## src/rtl/switch_egress_receiver.sv

```systemverilog
// Purpose: frames flits from one switch output port into packets and buffers them for a local consumer.
// Latency: a flit accepted at edge t is visible on rd_* after edge t; packet_sent follows an eop pop by one cycle.
// Backpressure: none toward the switch (credit-based); a flit arriving on a full FIFO is dropped and flagged.

module sync_fifo #(
  parameter int WIDTH = 8,
  parameter int DEPTH = 16
) (
  input  logic             clk,
  input  logic             rst,
  input  logic             push,
  input  logic [WIDTH-1:0] push_dat,
  input  logic             pop,
  output logic [WIDTH-1:0] head_dat,
  output logic             empty,
  output logic             full
);
  localparam int AW = $clog2(DEPTH);
  localparam int CW = AW + 1;

  logic [WIDTH-1:0] mem [DEPTH];
  logic [AW-1:0]    wr_ptr;
  logic [AW-1:0]    rd_ptr;
  logic [CW-1:0]    count;
  logic             do_push;
  logic             do_pop;

  // A pop frees a slot in the same cycle, so a full FIFO can still take a push alongside it.
  assign empty    = (count == '0);
  assign full     = (count == CW'(DEPTH));
  assign do_pop   = pop & ~empty;
  assign do_push  = push & (~full | do_pop);
  assign head_dat = mem[rd_ptr];

  // Storage array; contents need no reset since empty masks them.
  always_ff @(posedge clk) begin
    if (do_push) begin
      mem[wr_ptr] <= push_dat;
    end
  end

  // Pointer and occupancy tracking; pointers wrap naturally as DEPTH is a power of two.
  always_ff @(posedge clk) begin
    if (rst) begin
      wr_ptr <= '0;
      rd_ptr <= '0;
      count  <= '0;
    end else begin
      if (do_push) wr_ptr <= wr_ptr + AW'(1);
      if (do_pop)  rd_ptr <= rd_ptr + AW'(1);
      case ({do_push, do_pop})
        2'b10:   count <= count + CW'(1);
        2'b01:   count <= count - CW'(1);
        default: count <= count;
      endcase
    end
  end
endmodule

module switch_egress_receiver #(
  parameter int FLIT_WIDTH  = 32,
  parameter int FIFO_DEPTH  = 16,
  parameter int LEN_LSB     = 0,
  parameter int LEN_WIDTH   = 8,
  parameter int MAX_PKT_LEN = 8
) (
  input  logic                  clk,
  input  logic                  rst,
  input  logic [FLIT_WIDTH-1:0] in_flit,
  input  logic                  in_valid,
  output logic                  packet_sent,
  input  logic                  rd_en,
  output logic [FLIT_WIDTH-1:0] rd_flit,
  output logic                  rd_valid,
  output logic                  rd_sop,
  output logic                  rd_eop,
  output logic [7:0]            pkt_count,
  output logic                  overflow_err,
  output logic                  len_err
);
  localparam int EW = FLIT_WIDTH + 2;
  localparam logic [LEN_WIDTH-1:0] MAX_LEN = LEN_WIDTH'(MAX_PKT_LEN);

  typedef enum logic {HDR = 1'b0, BODY = 1'b1} state_t;

  state_t               state, state_nxt;
  logic [LEN_WIDTH-1:0] rem, rem_nxt;
  logic [LEN_WIDTH-1:0] hdr_len;
  logic                 sop, eop;
  logic                 pkt_done;
  logic                 len_bad;

  logic [EW-1:0]        head_dat;
  logic                 fifo_empty;
  logic                 fifo_full;
  logic                 pop;
  logic                 drop;

  assign hdr_len = in_flit[LEN_LSB +: LEN_WIDTH];

  // Framing: the header's length field counts the body flits that follow it.
  always_comb begin
    state_nxt = state;
    rem_nxt   = rem;
    sop       = 1'b0;
    eop       = 1'b0;
    pkt_done  = 1'b0;
    len_bad   = 1'b0;
    case (state)
      HDR: begin
        sop = 1'b1;
        if (in_valid) begin
          len_bad = (hdr_len > MAX_LEN);
          if (hdr_len == '0) begin
            eop      = 1'b1;
            pkt_done = 1'b1;
          end else begin
            rem_nxt   = hdr_len;
            state_nxt = BODY;
          end
        end
      end
      BODY: begin
        if (in_valid) begin
          rem_nxt = rem - LEN_WIDTH'(1);
          if (rem == LEN_WIDTH'(1)) begin
            eop       = 1'b1;
            pkt_done  = 1'b1;
            state_nxt = HDR;
          end
        end
      end
      default: state_nxt = HDR;
    endcase
  end

  // Framing state advances on every valid flit, even a dropped one, so framing stays aligned with the switch.
  always_ff @(posedge clk) begin
    if (rst) begin
      state <= HDR;
      rem   <= '0;
    end else begin
      state <= state_nxt;
      rem   <= rem_nxt;
    end
  end

  assign pop  = rd_en & ~fifo_empty;
  assign drop = in_valid & fifo_full & ~pop;

  sync_fifo #(
    .WIDTH (EW),
    .DEPTH (FIFO_DEPTH)
  ) u_fifo (
    .clk      (clk),
    .rst      (rst),
    .push     (in_valid),
    .push_dat ({sop, eop, in_flit}),
    .pop      (rd_en),
    .head_dat (head_dat),
    .empty    (fifo_empty),
    .full     (fifo_full)
  );

  // Head entry is masked while empty so stale storage never leaks to the consumer.
  assign rd_valid = ~fifo_empty;
  assign rd_sop   = rd_valid & head_dat[EW-1];
  assign rd_eop   = rd_valid & head_dat[EW-2];
  assign rd_flit  = rd_valid ? head_dat[FLIT_WIDTH-1:0] : '0;

  // Packet counter, credit-return pulse and sticky error flags.
  always_ff @(posedge clk) begin
    if (rst) begin
      pkt_count    <= '0;
      packet_sent  <= 1'b0;
      overflow_err <= 1'b0;
      len_err      <= 1'b0;
    end else begin
      if (pkt_done) pkt_count <= pkt_count + 8'd1;
      packet_sent <= pop & head_dat[EW-2];
      if (drop)    overflow_err <= 1'b1;
      if (len_bad) len_err      <= 1'b1;
    end
  end
endmodule
```

## config.mk

```make
export PLATFORM = sky130hd
export DESIGN_NAME = switch_egress_receiver
export DESIGN_NICKNAME = d
export VERILOG_FILES = /design/src/rtl/switch_egress_receiver.sv
export SDC_FILE = /design/constraint.sdc
export NUM_CORES = 1
export LEC_CHECK = 0
export ABC_AREA = 1
export CAP_MARGIN = 20
export CELL_PAD_IN_SITES_DETAIL_PLACEMENT = 0
export CELL_PAD_IN_SITES_GLOBAL_PLACEMENT = 1
export CORE_ASPECT_RATIO = 1.5
export CORE_UTILIZATION = 53
export DETAILED_ROUTE_END_ITERATION = 10
export MAX_ROUTING_LAYER = met4
export PLACE_DENSITY_LB_ADDON = 0.05
export RECOVER_POWER = 100
export SLEW_MARGIN = 20
export SYNTH_ARGS = -nofsm -noshare
export SYNTH_HDL_FRONTEND = slang
export SYNTH_SLANG_ARGS = --single-unit
```

## constraint.sdc

```tcl
create_clock -name clk -period 5.5 [get_ports clk]
set_clock_uncertainty 0.15 [all_clocks]
set_input_delay 0.55 -clock clk [delete_from_list [all_inputs] [get_ports clk]]
set_output_delay 0.55 -clock clk [all_outputs]
set_load 0.02 [all_outputs]
```

==> summary.md <==
| Metric | Value |
|---|---|
| Worst reg2reg path startpoint | `u_fifo.count[2]` |
| Worst-path cell chain | `inv_2 > buf_4 > nand3_1 > nand3_1 > nand2_1 > nand2_1 > a21oi_1 > dlygate4sd3_1` |
| Drt via density | `5.67` |
| Avg Cell Area, Syn | `11.3 µm²` |
| HP Start | `len_err` |
| Largest family of logic cells by synthesized area | `simple AND/OR/NAND/NOR gates` |
| Port buffer count | `81` |
| Slew headroom | `-0.966` |
| Max Freq | `approximately 0.21 GHz` |
| DPL Wire Length | `32400 µm` |
| Num CTS Buffers | `53` |
| Synth Area in Simple Gates | `0.218` |
| Outcome | `finished with violations` |
| Post-synthesis sequential area ratio | `0.714` |
| Post-Syn Nets | `2159` |
| Die height | `262 µm` |
| Total wirelength of the detailed-routed design | `between 60000 and 70000 µm` |
| Setup ws final | `approximately 0.8 ns` |
| Final Hold Fails | `0` |
| Period utilization | `0.857` |
| Kind of critical path | `flip-flop to primary output` |
| Initial Util | `0.535` |
| Layout area overhead | `11.2%` |
| Synth unique cells | `30` |
| Slew Viols, Final | `377` |
| Post-route ant nets | `0` |
| Worst slack, placed | `1.79 ns` |
| PwrDens | `450 nW/µm²` |
| Initial antenna violation count | `0` |
| Worst skew pair latency | `0.58 ns` |
| Crit. End Element | `primary output` |
| Reg clk slew, reported paths | `approximately 0.07 ns` |
| Maximum vdd drop | `approximately 0.47 mV` |
| Required @ worst endpoint | `4.80 ns` |
| Complex-gate fraction of the synthesized area | `0.0220` |
| Setup_tns | `0 ns` |
| CTS root buffer | `clkbuf_16` |
| Nets | `2203` |
| Hold Buf Count CTS | `0` |
| Worst slew pin tran | `just under 3 ns` |
| Max Root-Sink Buffers | `3` |
| Reg2reg setup slack | `roughly 0.9 ns` |
| WP data arrival | `4.01 ns` |
| CTS resizes | `0` |
| Adder-cell share of the synthesized area | `0.00575` |
| Mux share of post-synthesis cell area | `0` |
| Most frequent cells in the layout | `nand2_1, edfxtp_1, nand3_1` |
| Setup crit start kind | `flip-flop` |
| Max incr delay on CP | `1.21 ns` |
| Sinks on the clock net | `581` |
| DR pass1 iterations | `5` |
| Synth warnings | `0` |
| CTS H-tree lvls | `2` |
| Max_cap viols | `15` |
| Row Count | `95` |
| Worst Path Max Fanout | `70` |
| Leakage | `~9.6 nW` |
| Layout cells sized above 1 | `0.0474` |
| R2R depth | `7` |
| Top-level I/O count | `82` |
| Fillers | `between 3000 and 4000` |
| Hold Crit Class | `flip-flop to flip-flop` |
| N_diodes | `0` |
| Post-Synth XOR/XNOR Area | `0.00256` |
| RSZ-0062 raised after global routing | `no` |
| Post-CTS setup buffer count | `0` |
| Routability Congestion | `0.806` |
| Die footprint | `46000 µm²` |
| Mapped cell area | `23900 µm²` |
| Final setup viols | `0` |
| Number of cells on the worst hold path | `2` |
| Largest net degree at the start of global routing | `188` |
| Overall Global Routing Usage | `0.271` |
| Failing checks | `max-capacitance violations, max-slew violations` |
| Final Critical Period | `4.71 ns` |
| First-pass GRT wire length | `90500 µm` |
| R2R Path End | `u_fifo.mem[14][8]` |
| Via count | `15740` |
| Commonest non-fill, non-tap cell in the layout | `nand2_1` |
| Overflow after GRT | `0` |
| Cells after synthesis | `2112` |
| Vias in the first global route | `around 15000` |
| Slowest cell on crit path | `inv_2` |
| Total core area | `44700 µm²` |
| Die W | `176 µm` |
| Hold EP | `len_err` |
| CTS tree | `done` |
| FF+latch count, synth | `581` |
| DRC Markers | `0` |
| Routed wire per std cell | `21.7 µm` |
| First DRT Iteration DRCs | `1450` |
-- synthesized netlist by cell type --
library cell / instances / area (µm²)
dfxtp_1: 37 / 741
clkinv_1: 3 / 11.3
a21oi_1: 65 / 325
buf_1: 9 / 33.8
or2_2: 1 / 6.26
buf_6: 8 / 90.1
clkbuf_1: 19 / 71.3
o21ai_1: 3 / 15.0
xnor2_1: 2 / 17.5
nor2_1: 64 / 240
nand4_1: 5 / 31.3
buf_8: 1 / 15.0
nor2_4: 1 / 11.3
o211ai_2: 1 / 12.5
buf_4: 35 / 263
nor3_2: 1 / 10.0
ha_1: 11 / 138
edfxtp_1: 544 / 16300
inv_6: 1 / 8.76
o211ai_1: 1 / 7.51
inv_1: 43 / 161
nand2_1: 735 / 2760
clkbuf_2: 1 / 5.00
o21ai_0: 33 / 165
xor2_1: 5 / 43.8
buf_2: 49 / 245
nor4_1: 1 / 6.26
nand3_1: 428 / 2140
inv_2: 4 / 15.0
nor2_2: 1 / 6.26
-- metrics by stage --
step           total power, W  hold WS, ns  area, µm²  cells  utilization
2_1_floorplan         0.00746        0.297      23900   2112            -
3_5_place_dp          0.00862        0.311      25200   2683        0.564
3_3_place_gp          0.00860        0.306      25100   2680        0.562
4_1_cts                0.0121        0.332      26800   2774        0.599
5_1_grt                0.0125        0.362      26600   2774        0.596
6_report               0.0120        0.321      26600   2774        0.596
-- worst max-delay path, delay by kind of cell (launching register included) --
kind | cells | cell delay, ns
AO/OA/AOI/OAI | 1 | 0.12
buffers and inverters | 3 | 2.43
flip-flops | 1 | 0.47
AND/OR/NAND/NOR | 4 | 0.36
-- flip-flops by register name, summed over array words and instances (netlist names), named ones only --
register / cells
pkt_count: 8
state: 1
rem: 8
u_fifo.rd_ptr: 4
u_fifo.mem: 544
overflow_err: 1
u_fifo.wr_ptr: 4
len_err: 1
u_fifo.count: 5
packet_sent: 1
-- worst max path at each step --
stage	from	endpoint	slack, ns
after floorplan	in_valid	u_fifo.mem[0][0]	2.50
after global placement	in_valid	u_fifo.mem[1][13]	1.86
after detailed placement	in_valid	u_fifo.mem[8][11]	1.79
after CTS	flip-flop	rd_flit[22]	1.31
after global routing	in_valid	u_fifo.mem[12][23]	0.60
final	flip-flop	rd_flit[5]	0.79
-- layer usage --
metal  global-route usage  vias to the layer above  share of wire
met2                0.457                      492           0.51
li1                     -                     7414              -
met5                    -                        -              0
met1                0.349                     7743           0.41
met3               0.0296                       91          0.055
met4               0.0731                        0          0.023
-- cell type report --
type / instances / area (µm²) / share of cell area
timing repair buffer: 111 / 1060 / 0.0397
tap: 582 / 728 / 0.0274
clock buffer: 67 / 1380 / 0.0518
clock inverter: 24 / 220 / 0.00827
multi-input combinational: 1358 / 5940 / 0.223
inverter: 51 / 204 / 0.00766
sequential: 581 / 17100 / 0.642
-- power by group --
part	leakage (nW)	total [W]	switching (W)	internal [W]
Clock	0.774	0.00351	0.00156	0.00195
Combinational	3.65	0.00341	0.00232	0.00110
Sequential	5.22	0.00505	0.000100	0.00495
Total	9.64	0.0120	0.00398	0.00799
-- cells by family after synthesis --
logic type,Yosys count
xor gates and xnor gates,7
AOI/OAI and AO/OA,103
buffers and inverters,173
adders and majority gates,11
and+or+nand+nor,1237
DFF,581
Note: power is estimated with default switching activity, not from simulation.
